## src/rtl/seq_detector.sv

```systemverilog
// seq_detector: serial pattern detector with overlap mode, load, and saturating match counter
module seq_detector #(
  parameter int PAT_W = 3,
  parameter int CNT_W = 8
) (
  input  logic             clk,
  input  logic             reset,
  input  logic             x,
  input  logic             valid,
  input  logic             load,
  input  logic [PAT_W-1:0] pat_in,
  input  logic             ovl_in,
  input  logic             clr_cnt,
  output logic             y,
  output logic [CNT_W-1:0] count,
  output logic             sat
);
  localparam int FW = $clog2(PAT_W + 1);
  localparam logic [FW-1:0] FULL = FW'(PAT_W);
  typedef enum logic [1:0] {IDLE, FILL, ARMED} state_t;
  state_t state_q, state_d;
  logic [PAT_W-1:0] hist_q, hist_d, hist_sh, pat_q, pat_d;
  logic [FW-1:0] fill_q, fill_d, fill_inc;
  logic [CNT_W-1:0] count_q, count_d;
  logic ovl_q, ovl_d, y_q, y_d, match;
  always_comb begin
    hist_sh  = {hist_q[PAT_W-2:0], x};
    fill_inc = (state_q == ARMED) ? FULL : fill_q + 1'b1;
    match    = valid && !load && hist_sh == pat_q && fill_inc == FULL;
    hist_d   = load ? '0 : valid ? hist_sh : hist_q;
    fill_d   = load ? '0 : !valid ? fill_q : (match && !ovl_q) ? '0 : fill_inc;
    pat_d    = load ? pat_in : pat_q;
    ovl_d    = load ? ovl_in : ovl_q;
    count_d  = clr_cnt ? '0 : (match && count_q != '1) ? count_q + 1'b1 : count_q;
    y_d      = match;
    state_d  = (fill_d == '0) ? IDLE : (fill_d == FULL) ? ARMED : FILL;
  end
  always_ff @(posedge clk) begin
    if (!reset) begin
      state_q <= IDLE;
      hist_q  <= '0;
      fill_q  <= '0;
      pat_q   <= PAT_W'(1);
      ovl_q   <= 1'b1;
      count_q <= '0;
      y_q     <= 1'b0;
    end else begin
      state_q <= state_d;
      hist_q  <= hist_d;
      fill_q  <= fill_d;
      pat_q   <= pat_d;
      ovl_q   <= ovl_d;
      count_q <= count_d;
      y_q     <= y_d;
    end
  end
  assign y     = y_q;
  assign count = count_q;
  assign sat   = &count_q;
endmodule

```

## config.mk

```make
export PLATFORM = sky130hd
export DESIGN_NAME = seq_detector
export DESIGN_NICKNAME = d
export VERILOG_FILES = /design/src/rtl/seq_detector.sv
export SDC_FILE = /design/constraint.sdc
export NUM_CORES = 1
export LEC_CHECK = 0
export CORE_ASPECT_RATIO = 1.1
export CORE_MARGIN = 2
export CORE_UTILIZATION = 44
export DETAILED_ROUTE_END_ITERATION = 8
export GPL_TIMING_DRIVEN = 0
export PLACE_DENSITY = 0.76
export SLEW_MARGIN = 5
export SYNTH_ARGS = -nofsm -noshare
export SYNTH_HDL_FRONTEND = slang
export SYNTH_SLANG_ARGS = --single-unit
```

## constraint.sdc

```tcl
create_clock -name clk -period 1.45 [get_ports clk]
set_input_delay 0.29 -clock clk [delete_from_list [all_inputs] [get_ports clk]]
set_output_delay 0.29 -clock clk [all_outputs]
set_load 0.05 [all_outputs]
```

Word-level counts from Yosys, hierarchy flattened

Index checks and enable logic that the tools add are counted.

Register bits: 19
Input bits: 10
Output and inout port bits: 10
Logic and storage cells: 32

$add $sub $neg: 2
Eq/ne operators: 5
Muxes and demuxes: 5
Bitwise gates (word level): 1
Reductions and logical operators: 12

Operator list:

| cell                                          | number |
|---|---|
| 2-to-1 mux 2 bit                              | 5 |
| adder 8 x 1 -> 8 bit (second input constant)  | 1 |
| inequality test 8 bit (second input constant) | 1 |
| AND reduction 8 bit                           | 1 |
| == test 2 bit (second input constant)         | 3 |
| OR reduction 2 bit                            | 3 |
| logical AND 1 bit                             | 5 |
| == test 3 bit                                 | 1 |
| adder 2 x 1 -> 2 bit (second input constant)  | 1 |
| logical NOT 1 bit                             | 2 |
| logical NOT 2 bit                             | 1 |
| NOT 1 bit                                     | 1 |

Depth between registers and ports, before layout

Gate-level depths: netlist of run 1.

Depth after elaboration: 10
Depth in mapped cells: 6
Gate-level depth less buffers: 5

Least setup slack after synthesis of run 1

No wires, ideal clock.

Kind: register to register
Start point: register count_q[0], in the netlist count[0]
End point: register count_q[7], in the netlist count[7]
Setup time: 0.130 ns
Arrival: 2.123 ns
Slack: -0.804 ns
Cell stages (with the launch flop): 6
Clock period less this slack: 2.254 ns
Path through: dfxtp_1 ha_1 nand3_1 nor2_1 nor4b_1 mux2i_1

Word-level cells in the longest chain between the ends: 2
Elaborated cells between the ends (all ways): 3
Classes of those cells: 1 x add/sub; 1 x eq/ne; 1 x reduce/logical

Ends and longest elaborated chain:

| element                                                      | RTL line | text |
|---|---|---|
| start: declaration                                           | 24       | `logic [CNT_W-1:0] count_q, count_d;` |
| start signal: assignment                                     | 53       | `count_q <= count_d;` |
| branches (longest 2 deep; another with adder 8 x 1 -> 8 bit) | n/a      |  |

Parallel ways; which one is timed is not known.
A chain may end at the register's enable or synchronous reset.

Worst setup path in the final report of run 1

Start point: register count_q[3], in the netlist count[3]
End point: output sat

Word-level cells in the longest chain between the ends: 1

Ends and longest elaborated chain:

| element             | RTL line | text |
|---|---|---|
| AND reduction 8 bit | 59       | `assign sat = &count_q;` |
| end: declaration    | 16       | `output logic sat` |

Every way passes these cells.

==> results of run 1 <==
power breakdown:
part | internal, W | leakage (nW) | switching (W)
Combinational | 0.0000646 | 0.339 | 0.0000607
Clock | 0.000107 | 0.0150 | 0.000171
Sequential | 0.000530 | 0.160 | 0.0000158
Total | 0.000702 | 0.514 | 0.000248
layer usage:
metal | vias to the layer above | share of wire, % | routed length (um)
met5 | - | 0 | 0
met3 | 13 | 6.7 | 167
li1 | 448 | - | -
met2 | 41 | 46 | 1170
met4 | 0 | 3.9 | 99
met1 | 440 | 43 | 1080
state kept, by name, indices dropped and copies added (netlist names):
register / flops
count: 8
pat_q: 3
fill_q: 2
hist_q: 2
state_q: 2
ovl_q: 1
y: 1
worst reg2reg max path, cell delays in order (launching register included):
cell and delay, ps:
dfxtp_2 350, xnor2_2 230, nand4_4 190, buf_6 190, nor4b_2 300, mux2i_1 210
metrics by stage:
step / worst slack, ps / utilization [%] / TNS (ps) / area (um2)
after floorplan: -32.3 / - / -87.3 / 1040
after global placement: -653 / 60.2 / -6020 / 1240
after detailed placement: -754 / 60.2 / -7100 / 1240
after CTS: -89.7 / 68.6 / -332 / 1420
after global routing: -148 / 68.8 / -858 / 1420
final: -93.9 / 68.8 / -367 / 1420
how the worst min path moves through the flow:
stage               slack [ps]        end  depth (start not counted)
floorplan                  350      ovl_q                          1
global placement           470   count[6]                          2
detailed placement         480   count[6]                          2
CTS                        310  hist_q[1]                          3
global route               330  hist_q[1]                          3
finish                     310   pat_q[0]                          2
cells in the final DEF, fill, tap and decap left out, types with 2 or more instances in the layout:
| master | instances |
|---|---|
| a21oi_2 | 2 |
| or4_1 | 4 |
| nor2_1 | 6 |
| dfxtp_1 | 6 |
| clkbuf_4 | 3 |
| clkdlybuf4s15_2 | 3 |
| o21ai_0 | 4 |
| inv_1 | 2 |
| and4_1 | 2 |
| buf_4 | 6 |
| mux2i_1 | 8 |
| nand3_1 | 6 |
| nor2b_1 | 3 |
| clkdlybuf4s50_1 | 5 |
| nand2_1 | 7 |
| xnor2_2 | 2 |
| buf_6 | 4 |
| a21oi_1 | 6 |
| nand4_4 | 2 |
| nand2b_1 | 5 |
| dfxtp_4 | 2 |
| o31ai_1 | 3 |
| dfxtp_2 | 11 |
| buf_2 | 6 |
| nor2b_4 | 2 |
| nor3_1 | 2 |
repair_timing:
action                                  in CTS  in global routing
endpoints found under the hold margin        0                  0
setup buffers                                4                  2
endpoints found under the setup margin      21                 15
hold buffers                                 0                  0
pin swaps                                    7                  2
gates cloned                                 0                  1
gates resized for setup                     51                 16
cells by family (layout without fill, tap and decap cells):
family	count (synthesis)	after routing	share of synthesized area [%]
AOI/OAI and AO/OA	20	20	13.2
xor gates and xnor gates	4	4	3.57
adders and majority gates	1	1	1.27
buffers and inverters	7	34	4.20
DFF	19	19	38.7
muxes	8	8	8.15
and+or+nand+nor	49	49	30.8
final cells by class:
class                      count  area [um2]  share of cell area, %
multi-input combinational     82         709                   50.0
sequential                    19         402                   28.3
timing repair buffer          24         205                   14.4
buffer                         4        35.0                   2.47
tap                           28        35.0                   2.47
clock buffer                   4        26.3                   1.85
inverter                       2        7.51                  0.529
==> metrics, run 1 <==
Req. time, crit path=1160 ps; Die W=49.1 um; WP data arrival=1250 ps; Seq/Total Area, Yosys=38.7%; remaining antenna violation count=0; status=finished with violations; Top FF cell, synth=dfxtp_1; I/O pin count=20; Initial Util=47.6%; Wirelength per Cell=15.4 um; fraction of layout cells with a size suffix above 1=40.0%; Buf/Inv on CP=1; worst vdd ir=443 uV; tightest slew margin relative to the limit=68.3%; power per cell area=669 nW/um2; Cell Rows=17; Seq cells post-synth=19; Chip Height=53.6 um; Clock transition at path regs=110 ps; Global Route met3 Usage=4.72%; largest cells by area after synthesis=dfxtp_1, mux2i_1, a21oi_1; vias in the first global route=850; failing checks=negative setup slack; worst slew pin tran=478 ps; RSZ-0062 raised after global routing=true; fin cells=163; clock skew=3.63 ps; most common cell in the netlist=dfxtp_1; clock latency on the worst-skew pair=300 ps; fillers=165; largest fanout on the critical path=8; slowest CP cell=dfxtp_2; max-slew violations=0; global routing usage on met1=25.7%; CP peak stage delay=450 ps; Leakage Power=0.514 nW; CTS tree=yes; Root Buffer=clkbuf_4; Layout Nets=147; Num CTS Buffers=3; EDFF count, synth=0; vias after detailed routing=942; DIE AREA=2630 um2; CP Cell Sequence=nand4_4, nor2_4, buf_6; Vias/cell=5.78; Hold Startpoint=reset; Hold WC Path Type=input port to flip-flop; Hold Violations, Final=0; largest net degree at the start of global routing=11; 1st-iter DRT viols=32; Post-Syn Instances=108; Mapped Area=982 um2; CP Class=flip-flop to output pin; critical path depth in cells=3; GRT Total Usage=21.0%; GRT overflow=0; Avg Inst Size Synth=9.09 um2; synthesis-to-finish area growth=44.6%; worst setup path end=sat; Yosys top cell by area=dfxtp_1; met2 usage=34.5%; FMAX=648 MHz; port buffer count=17; FF-to-FF Start=hist_q[0]; GRT Max-Usage Layer=met2; Reg2Reg Setup Slack=-90 ps; TritonCTS sink count=19; final setup violation count=6; Diodes inserted=0; H-tree Lvls=1; Cell variety after synth=33; global placer's final weighted congestion=0.814; terminus of the critical flop-to-flop path=count[7]; DRC=0; post-synth top area share=38.7%; placed instance count=153; core area=2060 um2; startpoint types=flip-flop; yosys warns=0; net count after synthesis=119; Max-cap violations=0; Worst setup EP type=output pin; Final WS setup=-93.9 ps; commonest cells in the netlist=dfxtp_1, a21oi_1, mux2i_1; Clock Path Buffers=2; Tcrit/Tclk final=106%; CP top delay family=flip-flops; Total Power=0.000950 W; worst hold slack=305 ps; initial antenna violation count=0; DP Wirelength=1.62 mm; asr flop ratio synth=0%; DRT Pass-1 Iters=5; r2r worst-path depth=5; CP startpoint=count[3]; routed wire length=2.51 mm; minimum clock period=1540 ps; first-pass GRT wire length=4.10 mm
Power figures use the tool's default switching activity.
==> inputs of run 2 (changes only) <==
CAP_MARGIN = 20   (was not set)
CORE_MARGIN = 1   (was 2)
==> run 2 against run 1 <==
Routed wire length up 2.9%. Highest routed layer unchanged. Critical path type is now flip-flop to flip-flop. Worst hold slack worse by 12 ps. Non-clock buffer count up 3. The flow still finishes with violations (negative setup slack). Register-to-register slack worse by 80 ps. Cell area up 5.6%. Worst setup slack worse by 85 ps. First-iteration DRC count down 16%. Combinational power up 6%. Core utilization up 3.9 points.
==> metrics, run 2 (same netlist as run 1, synthesis figures left out) <==
status=finished with violations (unchanged); failing checks=negative setup slack (unchanged); Cell Int Power=0.000696 W (was 0.000702 W); Clock Path Buffers=2 (unchanged); GRT overflow=0 (unchanged); Layout Nets=150 (was 147); FF/Latch Area=402 um2 (unchanged); area post-placement=1240 um2 (unchanged); FMAX=614 MHz (was 648 MHz); remaining antenna violation count=0 (unchanged); clock latency on the worst-skew pair=320 ps (was 300 ps); Num CTS Buffers=3 (unchanged); Cell Rows=17 (unchanged); max-slew violations=0 (unchanged); fillers=154 (was 165); Flop pwr share=56.0% (was 57.5%); placed instance count=153 (unchanged); power per cell area=642 nW/um2 (was 669 nW/um2); Clk pwr share=30.3% (was 29.3%); met1 WL=1.10 mm (was 1.08 mm); Clock transition at path regs=120 ps (was 110 ps); Hold Violations, Final=0 (unchanged); clock skew=3.76 ps (was 3.63 ps); Diodes inserted=0 (unchanged); fraction of layout cells with a size suffix above 1=45.7% (was 40.0%); met3 wire len=129 um (was 167 um); Total Power=0.000963 W (was 0.000950 W); DIE AREA=2430 um2 (was 2630 um2); 1st-iter DRT viols=27 (was 32); post-route cell area=1500 um2 (was 1420 um2); Vias/cell=5.73 (was 5.78); max FFs per register=8 (unchanged); Root Buffer=clkbuf_4 (unchanged); Hold WC Path Type=input port to flip-flop (unchanged); largest net degree at the start of global routing=12 (was 11); GRT Total Usage=23.7% (was 21.0%); NetSw=0.000267 W (was 0.000248 W); initial antenna violation count=0 (unchanged); combinational power share=13.7% (was 13.2%); metal2 WL=1.31 mm (was 1.17 mm); vias in the first global route=897 (was 850); Max-cap violations=0 (unchanged); vias after detailed routing=952 (was 942); Final WS setup=-178 ps (was -93.9 ps); CTS tree=yes (unchanged); core area=2060 um2 (unchanged); fin cells=166 (was 163); worst vdd ir=712 uV (was 443 uV); TNS Setup=-729 ps (was -367 ps); RSZ-0062 raised after global routing=true (unchanged); DP Wirelength=1.61 mm (was 1.62 mm); Die W=47.1 um (was 49.1 um); port buffer count=17 (unchanged); startpoint types=flip-flop (unchanged); global placer's final weighted congestion=0.826 (was 0.814); synthesis-to-finish area growth=52.7% (was 44.6%); TritonCTS sink count=19 (unchanged); Hold Buf Count CTS=0 (unchanged); Sw Ratio=27.7% (was 26.1%); DRC=0 (unchanged); Tcrit/Tclk final=112% (was 106%); largest fanout on the critical path=8 (unchanged); WP data arrival=1880 ps (was 1250 ps); Chip Height=51.6 um (was 53.6 um); commonest cells after routing, fill and taps aside=mux2i_1, dfxtp_2, dfxtp_1 (was dfxtp_2, mux2i_1, nand2_1); minimum clock period=1630 ps (was 1540 ps); area occupied by multi-input gates=752 um2 (was 709 um2); Worst setup EP type=flip-flop (was output pin); H-tree Lvls=1 (unchanged); tightest slew margin relative to the limit=77.3% (was 68.3%); Leakage Power=0.545 nW (was 0.514 nW); Util after Layout=72.7% (was 68.8%); I/O pin count=20 (unchanged); first-pass GRT wire length=4.04 mm (was 4.10 mm); Initial Util=47.6% (unchanged); routed wire length=2.58 mm (was 2.51 mm); worst slew pin tran=337 ps (was 478 ps); final setup violation count=9 (was 6); Wirelength per Cell=15.6 um (was 15.4 um); DRT Pass-1 Iters=4 (was 5); max layer used=met4 (unchanged); CP Class=flip-flop to flip-flop (was flip-flop to output pin); Req. time, crit path=1700 ps (was 1160 ps)
-- run 2: changes by cell type in the layout (fill, tap and decap cells not counted), sizes merged --
cell,delta
clkbuf,-1
dlygate4sd2,+1
clkdlybuf4s18,+1
dlymetal6s2s,-1
buf,+3
clkdlybuf4s15,-1
clkinv,+1
-- run 2: layout make-up --
class	count	area share (%)
multi-input combinational	82	50.1
sequential	19	26.8
timing repair buffer	26	15.8
buffer	5	2.67
tap	28	2.34
clock buffer	3	1.50
inverter	2	0.500
clock inverter	1	0.334
-- run 2: final timing paths --
path	from	endpoint	slack, ps	cells past startpoint
hold / removal	valid	hist_q[1]	290	3
setup reg to reg	count[0]	count[5]	-180	7
setup / recovery	count[0]	count[5]	-180	7
hold reg to reg	count[7]	count[7]	500	2
-- run 2: timing repair --
| item | CTS | global route |
|---|---|---|
| pin swaps | 7 | 5 |
| setup endpoints to repair | 21 | 18 |
| resized for setup | 55 | 24 |
| buffers inserted | 7 | 1 |
| gates cloned | 1 | 0 |
-- run 2: per-stage QoR --
step | hold WS [ps] | setup WS [ps]
3_5_place_dp | 479 | -682
3_3_place_gp | 468 | -641
4_1_cts | 306 | -152
5_1_grt | 315 | -200
6_report | 293 | -178
2_1_floorplan | 352 | -32.3
-- run 2: worst max-delay path, cell delays in order (launching register included) --
cell and delay [ps]:
dfxtp_4 370, ha_4 170, nand3_4 110, buf_12 110, o22ai_4 80, buf_6 150, or4_1 430, a21oi_2 140
-- run 2: power by group through the flow --
stage	Sequential (W)	Clock [W]	Combinational, W
2_1_floorplan	0.000547	0	0.0000672
3_3_place_gp	0.000548	0	0.0000986
3_5_place_dp	0.000548	0	0.000102
4_1_cts	0.000539	0.000280	0.000120
5_1_grt	0.000541	0.000316	0.000141
6_report	0.000539	0.000291	0.000132
-- run 2: routing by layer --
layer	vias to the layer above	global-route usage, %
met5	-	0
met2	38	37.7
met3	5	4.51
met4	0	13.3
met1	454	29.1
li1	455	-
